`src/rtl/log2_seq_ctrl.sv`:
```
// Sequential log2/log10 of one signed fixed-point sample: normalize, ROM fetch, 2 Horner MACs, add exponent, optional log10 scale.
// Latency: out_valid k+5 cycles after accept (k = normalization shifts), k+6 for log10; non-positive input reports err in the cycle after accept.
// Backpressure: in_ready only in IDLE; Result/err held in DONE until out_ready; one sample in flight at a time.
module log2_seq_ctrl #(
    parameter int xWI       = 2,
    parameter int xWF       = 23,
    parameter int cWI       = 2,
    parameter int cWF       = 26,
    parameter int aWI       = 2,
    parameter int aWF       = 28,
    parameter int yWI       = 6,
    parameter int yWF       = 19,
    parameter int noSegBits = 12
) (
    input  logic                       Clk,
    input  logic                       Rst,
    input  logic [xWI+xWF-1:0]         Number,
    input  logic                       base10,
    input  logic                       in_valid,
    output logic                       in_ready,
    output logic                       rom_en,
    output logic [noSegBits-1:0]       rom_addr,
    input  logic [3*(cWI+cWF)-1:0]     rom_data,
    output logic [yWI+yWF-1:0]         Result,
    output logic                       err,
    output logic                       out_valid,
    input  logic                       out_ready,
    output logic                       busy
);

    localparam int xWL = xWI + xWF;
    localparam int cWL = cWI + cWF;
    localparam int aWL = aWI + aWF;
    localparam int yWL = yWI + yWF;
    localparam int XOW = xWF - noSegBits;     // fractional offset inside a segment
    localparam int EW  = 8;                   // exponent width, covers 0 .. -(xWL-2)
    localparam int MW  = xWF + aWL;           // Horner product width before the 2^-xWF drop
    localparam int SW  = cWF + yWL;           // log10 scale product width before the 2^-cWF drop
    localparam int K_SCALE = int'(0.30103 * (2.0 ** cWF));
    localparam logic signed [31:0] Y_MAX = (32'sd1 <<< (yWL - 1)) - 32'sd1;
    localparam logic signed [31:0] Y_MIN = -(32'sd1 <<< (yWL - 1));

    typedef enum logic [2:0] {
        S_IDLE, S_NORM, S_FETCH, S_MAC1, S_MAC2, S_ADD, S_SCALE, S_DONE
    } state_t;

    state_t                 state_q, state_d;
    logic [xWL-2:0]         mant_q, mant_d;
    logic signed [EW-1:0]   e_q, e_d;
    logic                   b10_q, b10_d;
    logic [noSegBits-1:0]   addr_q, addr_d;
    logic [XOW-1:0]         xo_q, xo_d;
    logic signed [aWL-1:0]  c0_q, c0_d;
    logic signed [aWL-1:0]  acc_q, acc_d;
    logic [yWL-1:0]         y_q, y_d;
    logic                   err_q, err_d;

    logic signed [cWL-1:0]  c2_s, c1_s, c0_s;
    logic signed [aWL-1:0]  c2_a, c1_a, c0_a;
    logic signed [aWL-1:0]  mul_b, mul_t;
    logic signed [MW-1:0]   mul_p;
    logic signed [31:0]     y_sum, y_sat;
    logic signed [SW-1:0]   sc_p;
    logic                   unused_bits;

    // Datapath: coefficient alignment, the shared Horner multiplier, exponent add with saturation, log10 scaling.
    always_comb begin
        c2_s  = rom_data[3*cWL-1:2*cWL];
        c1_s  = rom_data[2*cWL-1:cWL];
        c0_s  = rom_data[cWL-1:0];
        c2_a  = aWL'(c2_s) <<< (aWF - cWF);
        c1_a  = aWL'(c1_s) <<< (aWF - cWF);
        c0_a  = aWL'(c0_s) <<< (aWF - cWF);
        // MAC1 multiplies by c2, MAC2 by the running accumulator
        mul_b = (state_q == S_MAC1) ? c2_a : acc_q;
        mul_p = MW'($signed({1'b0, xo_q})) * MW'(mul_b);
        mul_t = mul_p[xWF +: aWL];
        y_sum = (32'(e_q) <<< yWF) + 32'(acc_q >>> (aWF - yWF));
        if (y_sum > Y_MAX) begin
            y_sat = Y_MAX;
        end else if (y_sum < Y_MIN) begin
            y_sat = Y_MIN;
        end else begin
            y_sat = y_sum;
        end
        sc_p  = SW'($signed(y_q)) * SW'(K_SCALE);
    end

    // Low product bits are dropped by the floor truncation; high bits of y_sat are covered by saturation.
    assign unused_bits = ^{mul_p[xWF-1:0], sc_p[cWF-1:0], y_sat[31:yWL]};

    // Next-state and register-update logic for the controller.
    always_comb begin
        state_d = state_q;
        mant_d  = mant_q;
        e_d     = e_q;
        b10_d   = b10_q;
        addr_d  = addr_q;
        xo_d    = xo_q;
        c0_d    = c0_q;
        acc_d   = acc_q;
        y_d     = y_q;
        err_d   = err_q;
        case (state_q)
            S_IDLE: begin
                if (in_valid) begin
                    if (Number[xWL-1] || (Number == '0)) begin
                        err_d   = 1'b1;
                        y_d     = {1'b1, {(yWL-1){1'b0}}};
                        state_d = S_DONE;
                    end else begin
                        err_d   = 1'b0;
                        mant_d  = Number[xWL-2:0];
                        e_d     = EW'(xWI - 2);
                        b10_d   = base10;
                        state_d = S_NORM;
                    end
                end
            end
            S_NORM: begin
                if (!mant_q[xWL-2]) begin
                    mant_d = {mant_q[xWL-3:0], 1'b0};
                    e_d    = e_q - EW'(1);
                end else begin
                    addr_d  = mant_q[xWF-1 -: noSegBits];
                    xo_d    = mant_q[XOW-1:0];
                    state_d = S_FETCH;
                end
            end
            S_FETCH: state_d = S_MAC1;
            S_MAC1: begin
                c0_d    = c0_a;
                acc_d   = c1_a + mul_t;
                state_d = S_MAC2;
            end
            S_MAC2: begin
                acc_d   = c0_q + mul_t;
                state_d = S_ADD;
            end
            S_ADD: begin
                y_d     = y_sat[yWL-1:0];
                state_d = b10_q ? S_SCALE : S_DONE;
            end
            S_SCALE: begin
                y_d     = sc_p[cWF +: yWL];
                state_d = S_DONE;
            end
            S_DONE: begin
                if (out_ready) begin
                    state_d = S_IDLE;
                end
            end
            default: state_d = S_IDLE;
        endcase
    end

    // State and datapath registers; reset aborts any operation in flight.
    always_ff @(posedge Clk or negedge Rst) begin
        if (!Rst) begin
            state_q <= S_IDLE;
            mant_q  <= '0;
            e_q     <= '0;
            b10_q   <= 1'b0;
            addr_q  <= '0;
            xo_q    <= '0;
            c0_q    <= '0;
            acc_q   <= '0;
            y_q     <= '0;
            err_q   <= 1'b0;
        end else begin
            state_q <= state_d;
            mant_q  <= mant_d;
            e_q     <= e_d;
            b10_q   <= b10_d;
            addr_q  <= addr_d;
            xo_q    <= xo_d;
            c0_q    <= c0_d;
            acc_q   <= acc_d;
            y_q     <= y_d;
            err_q   <= err_d;
        end
    end

    // in_ready is gated by Rst so it reads 0 while reset is held even though the state is IDLE.
    assign in_ready  = Rst && (state_q == S_IDLE);
    assign busy      = (state_q != S_IDLE);
    assign out_valid = (state_q == S_DONE);
    assign rom_en    = (state_q == S_FETCH);
    assign rom_addr  = addr_q;
    assign Result    = y_q;
    assign err       = err_q;

endmodule

```
`config.mk`:
```
export PLATFORM = sky130hd
export DESIGN_NAME = log2_seq_ctrl
export DESIGN_NICKNAME = d
export VERILOG_FILES = /design/src/rtl/log2_seq_ctrl.sv
export SDC_FILE = /design/constraint.sdc
export NUM_CORES = 2
export LEC_CHECK = 0
export BUFFER_PORTS_ARGS = -buffer_cell sky130_fd_sc_hd__buf_4
export CAP_MARGIN = 30
export CORE_MARGIN = 10
export CORE_UTILIZATION = 40
export DETAILED_ROUTE_END_ITERATION = 16
export PLACE_DENSITY = 0.64
export RECOVER_POWER = 100
export SLEW_MARGIN = 25
export SYNTH_ARGS = -nofsm -noshare
export SYNTH_HDL_FRONTEND = slang
export SYNTH_SLANG_ARGS = --single-unit
```
`constraint.sdc`:
```
create_clock -name Clk -period 16.45 [get_ports Clk]
set_input_delay 3.29 -clock Clk [delete_from_list [all_inputs] [get_ports Clk]]
set_output_delay 3.29 -clock Clk [all_outputs]
set_load 0.01 [all_outputs]
```
### Yosys cells after proc, flatten, opt, wreduce, memory -nomap -nowiden

Index checks and enable logic that the tools add are counted.

| operators by class | value |
|---|---|
| add/subtract/negate cells | 4 |
| $mul | 2 |
| magnitude comparators | 2 |
| eq/ne operators | 13 |
| muxes and demuxes | 22 |
| bitwise operators | 1 |
| reductions and logical operators | 15 |

Operator list:

| operator | number |
|---|---|
| 25-bit 2-to-1 mux | 4 |
| 25-bit one-hot mux with 3 select lines | 1 |
| 24-bit 2-to-1 mux | 3 |
| 30-bit by 19-bit adder with 30-bit output | 2 |
| 30-bit one-hot mux with 2 select lines | 1 |
| 25-bit by 26-bit multiplier with 51-bit output, second input constant | 1 |
| 24-bit one-hot mux with 2 select lines | 1 |
| 12-bit by 30-bit multiplier with 42-bit output | 1 |
| 30-bit 2-to-1 mux | 1 |
| 27-bit by 21-bit adder with 28-bit output | 1 |
| 28-bit by 25-bit greater-than comparator with 1-bit output, second input constant | 1 |
| 28-bit by 25-bit < comparator with 1-bit output, second input constant | 1 |
| 25-bit zero test | 1 |
| 8-bit 2-to-1 mux | 3 |
| 3-bit one-hot mux with 8 select lines | 1 |
| 8-bit one-hot mux with 2 select lines | 1 |
| 3-bit equality test, second input constant | 4 |
| 3-bit 2-to-1 mux | 4 |
| 3-bit AND reduction | 4 |
| 2-bit != test, second input constant | 5 |
| 8-bit by 2-bit subtractor with 8-bit output, second input constant | 1 |
| 3-bit by 2-bit equality test with 1-bit output, second input constant | 2 |
| 3-bit nonzero test | 2 |
| 2-bit AND reduction | 2 |
| other kinds (9) | 11 |

| storage, ports and cells | value |
|---|---|
| register bits | 143 |
| bits of input ports | 114 |
| word-level logic and storage cells | 70 |

### Depth between registers and ports, before layout

| logic depth | value |
|---|---|
| word-level depth | 5 |
| gate-level depth with buffers | 38 |
| mapped depth without buffers | 34 |

### Worst setup path after synthesis

No wires, ideal clock.

| path | value |
|---|---|
| path kind | input-to-reg |
| start point | input rom_data[64] |
| end point | register acc_q[29] |
| arrival | 10.975 ns |
| data required time | 16.354 ns |
| slack | 5.379 ns |
| cell stages on the path | 31 |
| buffers on the path | 1 |
| cells stage by stage | mux2_2 clkbuf_1 and2_1 fa_1 fa_1 fa_1 fa_1 inv_1 fa_1 inv_1 ha_1 and4_1 nand3_1 o221ai_1 o2111ai_2 a211oi_2 o311ai_1 o31a_1 xor2_1 inv_1 ha_1 a21oi_1 o21ai_1 o21bai_1 or3b_1 o21ai_1 o211ai_1 or3_1 nand3_1 nor2_1 nor4_2 |

| on the way | value |
|---|---|
| cells in the longest elaborated chain, start to end | 4 |

Ends and longest elaborated chain:

| what | line | source |
|---|---|---|
| start, declared | 23 | `input logic [3*(cWI+cWF)-1:0] rom_data,` |
| 30-bit 2-to-1 mux (*) | 75 | `mul_b = (state_q == S_MAC1) ? c2_a : acc_q;` |
| 12-bit by 30-bit multiplier with 42-bit output (*) | 76 | `mul_p = MW'($signed({1'b0, xo_q})) * MW'(mul_b);` |
| 30-bit by 19-bit adder with 30-bit output (on tied branches) | 137, 133 |  |
| 30-bit one-hot mux with 2 select lines (*) | 104 | `case (state_q)` |
| end signal, assigned | 167 | `acc_q <= '0;` |
| end signal, assigned | 178 | `acc_q <= acc_d;` |
| end, declared | 54 | `logic signed [aWL-1:0] acc_q, acc_d;` |

Every way passes the cells marked *; elsewhere a longest branch is shown, timed or not.
A chain may end at the register's enable or synchronous reset.

### Worst setup path in the final report

| path | value |
|---|---|
| start point | input rom_data[57] |
| end point | register acc_q[29] |

The elaborated chain is that of the path after synthesis.

==> qor.csv <==
metric;value;unit
buffer type at the clock tree root;clkbuf_16;
clock tree from TritonCTS;done;
Setup Buffers After CTS;0;
first-pass GRT wire length;120000;um
R2R setup slack;4.73;ns
fmax;0.07887;GHz
number of levels the H-tree was split into;4;
cell row count;95;
Core Footprint;67280;um^2
Synth warnings;0;
Port Buffer Count;155;
endpoints failing hold;0;
transition at the pin with the smallest max-transition slack;3.459;ns
proportion of synthesized flip-flops having asynchronous set or reset;1.000;
synthesized net count;3838;
Worst Hold End;acc_q[3];
nets@finish;3933;
initial antenna violation count;2;
violations in the final reports;max-capacitance violations, max-slew violations;
die area;78810;um^2
final critical delay including setup and external delays;12.68;ns
Routed WL per cell;19.47;um
number of distinct library cells after synthesis;74;
worst r2r path cells;33;
setup repair after global routing missed its margin;no;
R2R Path Start;state_q[2];
clock slew at reported path FFs;0.07;ns
number of synthesized flops with an enable pin;0;
data arrival time of the critical path;13.06;ns
antenna-violating nets left;0;
initial cell density of the core;0.4042;
clock buffer depth;2;
startpoint kind of the worst setup timing path;input pin;
type of element capturing the critical path;flop;
Slew HR;-1.306;
accumulated negative setup slack;0;ns
cell depth of the worst min-delay path;2;
endpoints failing setup;0;
status;finished, violations left;
setup clock skew after layout;0.01424;ns
Crit-path slowest cell;a211oi_1;
Max Slew Vio Count;175;
kind of critical path;input pin to flop;
Post-synth top flop;dfrtp_1;
Max stage delay on crit path;0.79;ns
launch point of the worst hold path;acc_q[3];
max_cap viols;4;
final critical-path share of the clock period;0.7707;
Mean Syn Cell Area;9.380;um^2
total clock buffers created by CTS;17;
violation count after the first detailed-route iteration;1362;
horizontal extent of the die;280.7;um
routability cong.;0.9123;
clock sink count;143;
worst-path fanout max;12;
overall via count from detail_route;20030;
number of remaining DRC errors;0;
detailed-route vias per instance;5.162;
pin count of the biggest net entering global routing;61;
fraction of layout instances using a drive strength above 1;0.09578;
Die Height;280.7;um
All-Layer GR Usage;0.1977;
number of gates resized after cts;0;
dpl hpwl;62250;um
residual overflow from global routing;0;
boundary pin count;156;
count of TritonRoute iterations in the first routing pass;6;
area grow syn2layout;8.977;%
antenna fix cells;0;
first element of the critical path;rom_data[57];
Cell Area, Synth;27190;um^2
data required time at the worst endpoint;16.83;ns
worst reg2reg endpoint;acc_q[29];
latest clock arrival within the worst-skew pair;0.49;ns
sequential-to-total area share from yosys stat;0.1316;
most used cell along the critical path;fa_1;
Hold WC Path Type;flop to flop;
commonest non-fill, non-tap cells in the layout;inv_1 (644), fa_1 (441), ha_1 (384);
gate count after technology mapping;2899;
Post-CTS Hold Fix Bufs;0;
final routed wirelength across all metal layers;75530;um
Seq cells post-synth;143;
via count of the first global-routing pass;21190;
commonest non-fill, non-tap cell in the layout;inv_1;
==> metal layers <==
metal	GRT usage	wire [um]	share of wire
met2	0.3108	33850	0.45
met3	0.05681	7055	0.093
met1	0.2585	32530	0.43
met5	0	13	0.00017
met4	0.06465	2080	0.028
==> layout make-up <==
cell class,count,area (um^2)
repair buffers,185,1205
clock inverters,14,141.4
inverters,644,2417
clock buffers,18,439.2
flip-flops and latches,143,3578
fillers,6581,37640
multi-input cells,2003,20760
well taps,873,1092
==> worst max-delay path, delay by kind of cell <==
kind                     cells  cell delay, ns
AO/OA/AOI/OAI               10            3.48
XOR/XNOR                     1            0.30
adder cells (fa/ha/maj)      7            3.25
buffers and inverters        4            0.51
multiplexers                 1            0.47
AND/OR/NAND/NOR              8            1.76
==> synth_stat cells, drive strengths merged, types with 17 or more instances <==
cell	instances	area (um^2)
and2	79	494.2
ha	384	4805
xnor2	43	376.6
a21o	34	255.2
clkbuf	100	375.4
mux2	110	1242
nand2	326	1224
a21oi	102	510.5
dfrtp	143	3578
nor2	92	345.3
xor2	32	280.3
nor3	17	85.08
fa	441	8828
inv	644	2417
nand3	27	135.1
and3	20	125.1
o21ai	80	400.4
==> state kept, by name (all words and copies together) (netlist names), 3 cells and up <==
signal    cells
state_q       3
acc_q        30
mant_q       24
e_q           8
xo_q         11
c0_q         28
Result       25
rom_addr     12
==> worst max-delay path by stage <==
stage                 to  slack, ns  cells after the start
2_1_floorplan  acc_q[29]       5.38                     31
3_3_place_gp   acc_q[22]       4.44                     29
3_5_place_dp   acc_q[29]       4.36                     31
4_1_cts        acc_q[29]       4.85                     31
5_1_grt        acc_q[29]       3.14                     31
6_report       acc_q[29]       3.77                     31
==> per-stage QoR <==
step / instance area, um^2 / hold slack [ns] / setup slack, ns / util / std cells
3_3_place_gp: 29280 / 0.4552 / 4.438 / 0.4352 / 3848
5_1_grt: 29630 / 0.5169 / 3.135 / 0.4405 / 3880
3_5_place_dp: 29280 / 0.4606 / 4.356 / 0.4352 / 3848
2_1_floorplan: 27190 / 0.4331 / 5.379 / - / 2899
6_report: 29630 / 0.4777 / 3.772 / 0.4405 / 3880
4_1_cts: 29860 / 0.4761 / 4.846 / 0.4438 / 3880
==> cell families after synthesis <==
kind of cell | count (synthesis) | share of synthesized area
flip-flops | 143 | 0.1316
XOR/XNOR | 75 | 0.02416
buffers and inverters | 753 | 0.1040
AO/OA/AOI/OAI | 346 | 0.08236
multiplexers | 112 | 0.04643
adder cells (fa/ha/maj) | 825 | 0.5014
AND/OR/NAND/NOR | 645 | 0.1101
Power is left out: the tool's default activity adds up to more than one toggle a clock period on the data nets, which glitch-free logic cannot reach.
